$ cat config.mk
export PLATFORM = sky130hd
export DESIGN_NAME = ultrasonic_ranger
export DESIGN_NICKNAME = d
export VERILOG_FILES = /design/src/rtl/ultrasonic_ranger.sv
export SDC_FILE = /design/constraint.sdc
export NUM_CORES = 1
export LEC_CHECK = 0
export CAP_MARGIN = 15
export CORE_UTILIZATION = 50
export CTS_CLUSTER_SIZE = 16
export DETAILED_ROUTE_END_ITERATION = 10
export PLACE_DENSITY = 0.78
export SLEW_MARGIN = 20
export SYNTH_ARGS = -nofsm -noshare
export SYNTH_HDL_FRONTEND = slang
export SYNTH_SLANG_ARGS = --single-unit
$ cat constraint.sdc
create_clock -name clk -period 3.2 [get_ports clk]
set_input_delay 0.48 -clock clk [delete_from_list [all_inputs] [get_ports clk]]
set_output_delay 0.48 -clock clk [all_outputs]
set_load 0.005 [all_outputs]
$ cat src/rtl/ultrasonic_ranger.sv
// Ultrasonic ranging front end: fires the sensor trigger, times the echo pulse in
// clock cycles and turns each result into a debounced obstacle level.
module ultrasonic_ranger #(
  parameter int TRIG_CYCLES   = 10,
  parameter int PERIOD_CYCLES = 50000,
  parameter int WAIT_MAX      = 5000,
  parameter int ECHO_MAX      = 40000,
  parameter int CONFIRM       = 3,
  parameter int W             = 16
) (
  input  logic         clk,
  input  logic         rst_n,
  input  logic         enable,
  input  logic         echo,
  input  logic [W-1:0] near_thresh,
  output logic         trig,
  output logic [W-1:0] distance,
  output logic         dist_valid,
  output logic         timeout,
  output logic         obstacle,
  output logic [2:0]   fsm_state
);

  typedef enum logic [2:0] {
    S_IDLE = 3'd0,
    S_TRIG = 3'd1,
    S_WAIT = 3'd2,
    S_MEAS = 3'd3,
    S_HOLD = 3'd4
  } state_t;

  localparam int PW  = $clog2(PERIOD_CYCLES + 1);
  localparam int CWC = $clog2(CONFIRM + 1);

  localparam logic [W-1:0]   TRIG_LAST   = W'(TRIG_CYCLES - 1);
  localparam logic [W-1:0]   WAIT_LAST   = W'(WAIT_MAX - 1);
  localparam logic [W-1:0]   ECHO_SAT    = W'(ECHO_MAX);
  localparam logic [PW-1:0]  PERIOD_LAST = PW'(PERIOD_CYCLES - 1);
  localparam logic [CWC-1:0] CONFIRM_N   = CWC'(CONFIRM);

  state_t         state_q, state_d;
  logic           sync1_q, echo_s_q;
  logic [W-1:0]   phase_q, phase_d;
  logic [W-1:0]   width_q, width_d;
  logic [PW-1:0]  period_q, period_d;
  logic [W-1:0]   distance_q, distance_d;
  logic           timeout_q, timeout_d;
  logic           valid_q, valid_d;
  logic           obstacle_q, obstacle_d;
  logic [CWC-1:0] disagree_q, disagree_d;
  logic           period_clr;
  logic           near;

  // The echo pin is asynchronous; only the second flop feeds any decision.
  always_ff @(posedge clk or negedge rst_n) begin
    if (!rst_n) begin
      sync1_q  <= 1'b0;
      echo_s_q <= 1'b0;
    end else begin
      sync1_q  <= echo;
      echo_s_q <= sync1_q;
    end
  end

  always_ff @(posedge clk or negedge rst_n) begin
    if (!rst_n) begin
      state_q    <= S_IDLE;
      phase_q    <= '0;
      width_q    <= '0;
      period_q   <= '0;
      distance_q <= '0;
      timeout_q  <= 1'b0;
      valid_q    <= 1'b0;
      obstacle_q <= 1'b0;
      disagree_q <= '0;
    end else begin
      state_q    <= state_d;
      phase_q    <= phase_d;
      width_q    <= width_d;
      period_q   <= period_d;
      distance_q <= distance_d;
      timeout_q  <= timeout_d;
      valid_q    <= valid_d;
      obstacle_q <= obstacle_d;
      disagree_q <= disagree_d;
    end
  end

  // phase_q times both the trigger pulse and the echo wait window.
  always_comb begin
    state_d    = state_q;
    phase_d    = phase_q;
    width_d    = width_q;
    distance_d = distance_q;
    timeout_d  = timeout_q;
    valid_d    = 1'b0;
    period_clr = 1'b0;
    case (state_q)
      S_IDLE: begin
        if (enable && !echo_s_q) begin
          state_d    = S_TRIG;
          phase_d    = '0;
          period_clr = 1'b1;
        end
      end
      S_TRIG: begin
        if (!enable) begin
          state_d = S_IDLE;
        end else if (phase_q == TRIG_LAST) begin
          state_d = S_WAIT;
          phase_d = '0;
        end else begin
          phase_d = phase_q + W'(1);
        end
      end
      S_WAIT: begin
        if (!enable) begin
          state_d = S_IDLE;
        end else if (echo_s_q) begin
          state_d = S_MEAS;
          width_d = W'(1);
        end else if (phase_q == WAIT_LAST) begin
          state_d    = S_HOLD;
          distance_d = ECHO_SAT;
          timeout_d  = 1'b1;
          valid_d    = 1'b1;
        end else begin
          phase_d = phase_q + W'(1);
        end
      end
      S_MEAS: begin
        if (!enable) begin
          state_d = S_IDLE;
        end else if (!echo_s_q) begin
          state_d    = S_HOLD;
          distance_d = width_q;
          timeout_d  = 1'b0;
          valid_d    = 1'b1;
        end else if (width_q == ECHO_SAT) begin
          state_d    = S_HOLD;
          distance_d = ECHO_SAT;
          timeout_d  = 1'b1;
          valid_d    = 1'b1;
        end else begin
          width_d = width_q + W'(1);
        end
      end
      S_HOLD: begin
        // A stuck-high echo keeps us here past the period.
        if ((period_q == PERIOD_LAST) && !echo_s_q) begin
          if (enable) begin
            state_d    = S_TRIG;
            phase_d    = '0;
            period_clr = 1'b1;
          end else begin
            state_d = S_IDLE;
          end
        end
      end
      default: state_d = S_IDLE;
    endcase

    if (period_clr) begin
      period_d = '0;
    end else if (period_q != PERIOD_LAST) begin
      period_d = period_q + PW'(1);
    end else begin
      period_d = period_q;
    end
  end

  // dist_valid is a one-cycle strobe with no back-pressure; consumers must take
  // distance/timeout in that cycle or read the held values later.
  always_comb begin
    obstacle_d = obstacle_q;
    disagree_d = disagree_q;
    near       = !timeout_q && (distance_q < near_thresh);
    if (valid_q) begin
      if (near != obstacle_q) begin
        if (disagree_q + CWC'(1) == CONFIRM_N) begin
          obstacle_d = !obstacle_q;
          disagree_d = '0;
        end else begin
          disagree_d = disagree_q + CWC'(1);
        end
      end else begin
        disagree_d = '0;
      end
    end
  end

  assign trig       = (state_q == S_TRIG);
  assign distance   = distance_q;
  assign dist_valid = valid_q;
  assign timeout    = timeout_q;
  assign obstacle   = obstacle_q;
  assign fsm_state  = state_q;

endmodule

==> impl_summary.md, run 1 <==
Run status
The run finished with clean final reports.

Logic synthesis
A synthesized cell averages 9.558 µm². The sequential share of the synthesized area is 43.74%. The main flop type after synthesis is dfrtp_1.

The synthesized design contains 0 enable-type register cells. The Yosys step of the flow raised 0 warnings. The number of flip-flops and latches in the synthesized netlist is 74. Summing every instance area after synthesis gives 4234 µm².

The instance count of the mapped netlist is 443. The net count after synthesis is 483. After synthesis, the netlist uses 57 different library cells.

The async set-or-reset flop fraction in the synthesized netlist is 100.0%.

Drt
Dividing the detail-routed wire length by the instance count gives 14.98 µm. Before antenna repair, the detailed router went through 5 iterations. The total wirelength of the detailed-routed design is 8.916 mm. After detailed routing, the number of vias per cell comes to 5.787. Across all layers, the routed design uses 3443 vias.

In this run, the number of DRC markers left after iteration 0 of detailed routing was 137. In this run the remaining antenna-violating nets after routing total 0. After detailed routing, the number of remaining DRC violations is 0.

Timing
Setup repair after global routing left no endpoint under its margin. Clock skew on the completed layout was measured at 0.01158 ns. The number of pins exceeding their max-slew limit in the final report was 0. The final critical path takes up 84.77% of the cycle. The peak clock frequency supported by timing is 0.3687 GHz.

For the pin with the worst max-slew slack, the measured transition is 0.8691 ns. Across all hold checks on the routed design, the worst slack comes to 0.1887 ns. Headroom to the max-slew limit came out at 41.85%. The setup slack after layout is 0.4874 ns. The setup violation total in the final timing report is 0. The worst path in the final design needs a cycle of 2.713 ns, including I/O delays and setup. The setup total negative slack is 0 ns. The final count of hold timing violations is 0.

Power and ir drop
Summed over all nets, the switching power comes to 0.001116 W. The proportion of total power due to net switching is 35.54%. The highest ir drop seen on vdd is 0.3323 mV. The reported leakage power is 2.251 nW. The share of total power in sequential cells is 41.7%.

Combinational cells account for 34.0% of the total power. The power density over cell area is 632.5 nW/µm². Of the total power, the clock network draws 24.4%.

The internal power of the cells totals 0.002023 W.

Clocking
The clock net sink count is 74. The post-CTS resize count is 0. The worst-skew pair later-pin latency is 0.35 ns. The root buffer cell chosen for the clock tree is clkbuf_8. The total of hold buffers inserted after clock tree synthesis is 0. Counting the buffers created by CTS gives 9. Clock-pin slew was measured on the worst setup and hold paths at 0.08 ns. The worst-case clock buffer depth is 2.

The CTS tree is built. The number of buffers inserted by post-CTS setup repair is 0. The H-tree level count is 3.

Flow run
Across the run, the number of max-cap violations was 0.

Setup path
Traced cell by cell, the critical path runs through or4_1 > or4_1 > a2bb2oi_1 > or3_4 > inv_1 > o22a_1. The worst setup path is launched from a flip-flop. In this design, the stage delay of the slowest critical-path cell is 0.60 ns. The data required time of the critical path is 3.49 ns. The worst setup path category is reg -> reg.

Of all nets on the critical path, the largest fanout is 13. The cell occurring most often along the worst timing path is or4_1. Measured in cells, the most critical reg-to-reg path has a length of 6. Data on the critical path arrives at its endpoint at 3.00 ns.

The endpoint kind of the worst setup timing path is a flip-flop. The master of the slowest instance on the critical path is or4_1.

Cells and area
Counting the fill cells in the layout gives 705. After routing the design area is 4962 µm². The commonest non-fill, non-tap cell in the layout is dfrtp_1.

For this run, the post-layout net count is 525. The share of post-route cells with drive strength above 1 is 6.327%. The number of antenna cells inserted is 0. The storage element area is 1852 µm².

The library cells used most frequently in the layout, excluding fill and tap cells, are dfrtp_1, nor2_1, clkdlybuf4s50_1. The multi-input combinational cells in the finished layout cover a total of 2182 µm². Compared with the post-synthesis result, the final layout area differs by 17.20%.

The filler-free cell count of the finished design is 595.

GRT
The total overflow left after global routing is 0. The initial antenna violation count is 0. For this run, the total global-route usage over all layers was measured as 21.91%. The via count of the first global-routing pass was 3263. Entering global routing, the biggest net connects 46 pins. The first global-routing pass estimated 15.14 mm of wire.

Die
In this run the count of I/O pins placed on the die edge is 43. The die boundary height is 94.02 µm. The effective utilization at floorplan is 51.53%.

The die area is 8840 µm². The die outline width is 94.02 µm. The floorplan has 33 rows. The placeable core area is 8217 µm².

Place
The routability-driven placement congestion ratio is 0.8483. The pre-CTS setup slack is 0.1796 ns. The number of placed instances, taps included, is 579. Summing all placed instances gives a cell area of 4751 µm². Input and output buffers added on the ports amount to 42. Detailed placement finished with a half-perimeter wire length of 6.273 mm.

Min path
The worst min-delay path category is in -> async.
==> layout make-up <==
cell class / instances / share of cell area, %
tap: 105 / 2.648
clock inverter: 5 / 1.210
timing repair buffer: 49 / 9.682
sequential: 74 / 37.32
clock buffer: 11 / 3.051
inverter: 28 / 2.118
multi-input combinational: 323 / 43.97
==> kinds of logic after synthesis <==
kind of cell    share of synthesized area, %
buf+inv                                4.728
fa+ha+maj                              6.147
xor+xnor                               4.758
flops                                  43.74
mux                                    1.478
compound gates                         16.40
simple gates                           22.75
==> state kept, by name (all words and copies together) (netlist names) <==
| signal | flops |
|---|---|
| dist_valid | 1 |
| timeout | 1 |
| disagree_q | 2 |
| width_q | 16 |
| phase_q | 16 |
| distance | 16 |
| echo_s_q | 1 |
| obstacle | 1 |
| fsm_state | 3 |
| sync1_q | 1 |
| period_q | 16 |
==> stage by stage <==
| stage | util, % | power (W) |
|---|---|---|
| 2_1_floorplan | - | 0.001993 |
| 3_3_place_gp | 57.82 | 0.002353 |
| 3_5_place_dp | 57.82 | 0.002395 |
| 4_1_cts | 60.39 | 0.003163 |
| 5_1_grt | 60.39 | 0.003356 |
| 6_report | 60.39 | 0.003139 |
==> power by group through the flow <==
stage | Sequential, W | Clock, W | Combinational, W
floorplan | 0.00125 | 0 | 0.000741
global placement | 0.00132 | 0 | 0.00104
detailed placement | 0.00133 | 0 | 0.00107
CTS | 0.00131 | 0.000780 | 0.00107
global route | 0.00134 | 0.000815 | 0.00120
finish | 0.00131 | 0.000764 | 0.00107
==> worst max-delay path, delay by kind of cell, from the launching register on <==
family,cells,cell delay (ns)
simple gates,3,1.67
flops,1,0.44
compound gates,2,0.32
buf+inv,1,0.22
==> path summary, 6_finish.rpt <==
kind / end / slack, ns / startpoint
worst max-delay path: distance[6] / 0.49 / phase_q[10]
worst min-delay path: distance[4] / 0.19 / rst_n
worst max register to register: distance[6] / 0.49 / phase_q[10]
worst min register to register: echo_s_q / 0.35 / sync1_q
max in group asynchronous: period_q[0] / 2.33 / rst_n
min in group clk: echo_s_q / 0.35 / sync1_q
==> layer usage <==
layer	GRT usage, %	up-vias	part of all wire (%)	wire, µm
li1	-	1703	-	-
met1	28.35	1667	47	4169
met2	37.41	69	49	4364
met3	4.531	4	3.5	315
met4	5.385	0	0.75	67
met5	0	-	0	0
==> Yosys cell counts, drive strengths merged, types with 3 or more instances <==
cell | instances | area (µm²)
and3 | 12 | 75.07
inv | 28 | 105.1
nor2b | 4 | 25.02
mux2i | 4 | 40.04
o2bb2ai | 7 | 61.31
nand4 | 11 | 68.82
o21ai | 11 | 55.05
a22o | 11 | 96.34
o22a | 5 | 43.79
o21a | 5 | 37.54
nand4b | 3 | 26.28
clkbuf | 9 | 33.78
a32o | 4 | 40.04
xor2 | 13 | 113.9
a21o | 4 | 30.03
nand2 | 35 | 131.4
and2 | 6 | 37.54
and4 | 4 | 35.03
or3 | 10 | 67.56
buf | 9 | 61.30
dfrtp | 74 | 1852
nor3 | 16 | 80.08
ha | 20 | 250.2
nand2b | 6 | 37.54
nand3 | 17 | 85.08
o211ai | 12 | 90.09
nor4 | 3 | 18.77
a21oi | 13 | 65.06
or4 | 7 | 52.55
nor2 | 41 | 153.9
xnor2 | 10 | 87.58
No activity file was read; power rests on OpenSTA's default activity.
==> inputs of run 2 (changes only) <==
==> constraint.sdc (replaced) <==
create_clock -name clk -period 2.61 [get_ports clk]
set_input_delay 0.3915 -clock clk [delete_from_list [all_inputs] [get_ports clk]]
set_output_delay 0.3915 -clock clk [all_outputs]
set_load 0.005 [all_outputs]
==> run 2 against run 1 <==
Critical path depth shrank 1; final cell count increased by 2.9%; non-clock buffer count grew 17; die area stayed put; setup slack worse by 0.42 ns; highest routed layer unchanged; first-iteration DRC count is 34% higher; clock power up 9.9%; combinational power is 33% higher.
==> impl_summary.md, run 2 (same netlist as run 1, synthesis figures left out) <==
Die
The effective utilization at floorplan was 51.53% (unchanged). The placeable core area is 8217 µm² (unchanged). The die boundary height is 94.02 µm (unchanged). The die area is 8840 µm² (unchanged).

The number of core rows is 33 (unchanged). The die outline width is 94.02 µm (unchanged). The number of primary I/O pins was 43 (unchanged).

Cells and area
The final instance area came to 5086 µm² (+2.5%). The number of antenna cells inserted was 0 (unchanged). The top cell types in the final layout, fill and taps aside, are dfrtp_1, nor2_1, clkdlybuf4s50_1. The share of post-route cells with drive strength above 1 was 10.06% (+3.7 points).

The commonest non-fill, non-tap cell in the layout is dfrtp_1. The fill cell total of the finished layout came to 675 (-4.3%). The final-stage net count is 542 (+3.2%). The area growth from synthesis to layout is 20.12%.

Place
The standard cell area after detailed placement was 4891 µm² (+2.9%). The count of input and output buffers came to 42 (unchanged). The HPWL after detailed placement is 6.736 mm (+7.4%). The routability-driven placement congestion ratio came to 0.8602 (+1.4%).

GRT
The pin count of the biggest net entering global routing is 47 (+2.2%). The global route total overflow is 0 (unchanged). The global routing usage summed across all routing layers is 22.87% (+0.96 points). The initial antenna violation count is 0 (unchanged). The via count of the first global-routing pass is 3427 (+5.0%).

The first-pass GRT wire length came to 15.68 mm (+3.6%).

Setup path
The type of origin of the critical path is a flip-flop. The critical path goes through or4_1 > or4_4 > a2bb2oi_1 > or3_4 > a22o_1. The worst path arrival time came to 2.78 ns (-0.22 ns). Grouping stages by cell kind, the critical path spends the most delay in simple AND/OR/NAND/NOR gates. The worst setup path is captured at a flip-flop. The data required time of the critical path was 2.85 ns (-0.64 ns).

The worst setup path category is reg -> reg. For this design, the slowest cell found on the critical path is or4_1. The maximum fanout along the worst path is 13 (unchanged).

The maximum single-stage delay on the critical path came to 0.57 ns (-0.03 ns). The number of buffer and inverter stages on the critical path is 0 (-1).

Power and ir drop
The combinational cell fraction of total power was 36.7% (+2.7 points). The share of total power in sequential cells was 41.6% (about the same). The highest ir drop seen on vdd came to 0.5596 mV (+68%). The proportion of total power due to net switching is 37.22% (+1.7 points). The net switching power figure is 0.001436 W (+29%).

The reported leakage power is 2.313 nW (+2.7%). The total internal power is 0.002422 W (+20%). The power density over cell area is 758.6 nW/µm² (+20%). The share of power burned in the clock network is 21.8% (-2.6 points).

Drt
The violation count after the first detailed-route iteration came to 183 (+34%). The via density per instance is 5.889 (+1.8%). The total wirelength of the detailed-routed design was 9.371 mm (+5.1%). The iteration count of the initial detailed-routing pass is 4 (-1). The antenna violation net count after detailed routing is 0 (unchanged). The DRC violation count after routing is 0 (unchanged). The routed length per instance came to 15.31 µm (+2.2%). The total vias in the final route is 3604 (+4.7%).

Timing
The final count of hold timing violations is 0 (unchanged). The setup violation total in the final timing report was 0 (unchanged). The peak clock frequency supported by timing is 0.3932 GHz (+6.7%).

The post-route clock skew is 0.01448 ns (+0.002895 ns). The number of pins exceeding their max-slew limit in the final report is 0 (unchanged). The relative slew slack came to 45.06% (+3.2 points). The final critical-path required period is 2.543 ns (-0.1693 ns). The worst hold slack across all endpoints is 0.07515 ns (-0.1135 ns). The slew of the pin with the lowest slew margin was 0.8211 ns (-0.04797 ns). The share of the clock period used by the worst path is 97.44% (+13 points).

Clocking
The H-tree level count came to 3 (unchanged). The number of buffers inserted by post-CTS setup repair is 0 (unchanged). The clock buffer count from CTS is 9 (unchanged). CTS placed an instance of clkbuf_8 at the clock tree root.

The post-CTS clock slew at the launch and capture registers of the worst setup and hold paths is 0.09 ns (about the same). The clock net sink count is 74 (unchanged). The CTS tree is built.

The worst-case clock buffer depth is 2 (unchanged). The worst-skew pair later-pin latency is 0.35 ns (about the same).

Run status
The flow ran to the end, and the final reports show no timing, DRC or antenna violations.

Min path
The worst min-delay path category is in -> async.

Flow run
The count of maximum capacitance violations is 0 (unchanged).
run 2: timing repair:
item                       in CTS  in global routing
setup endpoints to repair       0                 14
gates resized for setup         0                  3
hold buffers                    0                  0
run 2: layer usage:
| metal | share of wire, % | track usage [%] | vias to the layer above |
|---|---|---|---|
| met5 | 0 | 0 | - |
| met4 | 2.3 | 9.103 | 0 |
| li1 | - | - | 1735 |
| met1 | 43 | 27.34 | 1765 |
| met2 | 51 | 40.82 | 85 |
| met3 | 3.8 | 3.722 | 19 |
run 2: power by group through the flow:
| stage | logic (W) | registers [W] | clock network [W] |
|---|---|---|---|
| 6_report | 0.00142 | 0.00160 | 0.000840 |
| 5_1_grt | 0.00158 | 0.00164 | 0.000899 |
| 4_1_cts | 0.00142 | 0.00160 | 0.000858 |
| 3_5_place_dp | 0.00141 | 0.00162 | 0 |
| 3_3_place_gp | 0.00136 | 0.00161 | 0 |
| 2_1_floorplan | 0.000908 | 0.00154 | 0 |
run 2: path summary, 6_finish.rpt:
kind | startpoint | end | cells after the start | slack, ns
setup reg to reg | phase_q[10] | distance[7] | 5 | 0.07
max in group asynchronous | rst_n | echo_s_q | 2 | 1.85
min in group clk | sync1_q | echo_s_q | 0 | 0.35
setup / recovery | phase_q[10] | distance[7] | 5 | 0.07
hold reg to reg | sync1_q | echo_s_q | 0 | 0.35
hold / removal | rst_n | distance[8] | 1 | 0.08
run 2: stage by stage:
| step | TNS [ns] | instances | total power [W] | util, % | setup slack, ns |
|---|---|---|---|---|---|
| 6_report | 0 | 612 | 0.003858 | 61.90 | 0.06670 |
| 5_1_grt | -0.009321 | 612 | 0.004119 | 61.90 | -0.009321 |
| 4_1_cts | 0 | 612 | 0.003882 | 61.76 | 0.01784 |
| 3_5_place_dp | -0.3385 | 596 | 0.003031 | 59.52 | -0.1489 |
| 3_3_place_gp | -0.05808 | 596 | 0.002972 | 59.52 | -0.02968 |
| 2_1_floorplan | 0 | 443 | 0.002443 | - | 0.1373 |
run 2: worst register-to-register path, cell delays in order, from the launching register on:
cell	delay (ns)
dfrtp_1	0.40
or4_1	0.57
or4_4	0.57
a2bb2oi_1	0.14
or3_4	0.49
a22o_1	0.26
run 2: cell type report:
type                       instances  area, µm²  share of cell area, %
tap                              105      131.4                  2.583
clock buffer                       9      123.9                  2.435
multi-input combinational        323       2190                  43.05
inverter                          28      108.9                  2.140
sequential                        74       1852                  36.41
timing repair buffer              66      620.6                  12.20
clock inverter                     7      60.06                  1.181
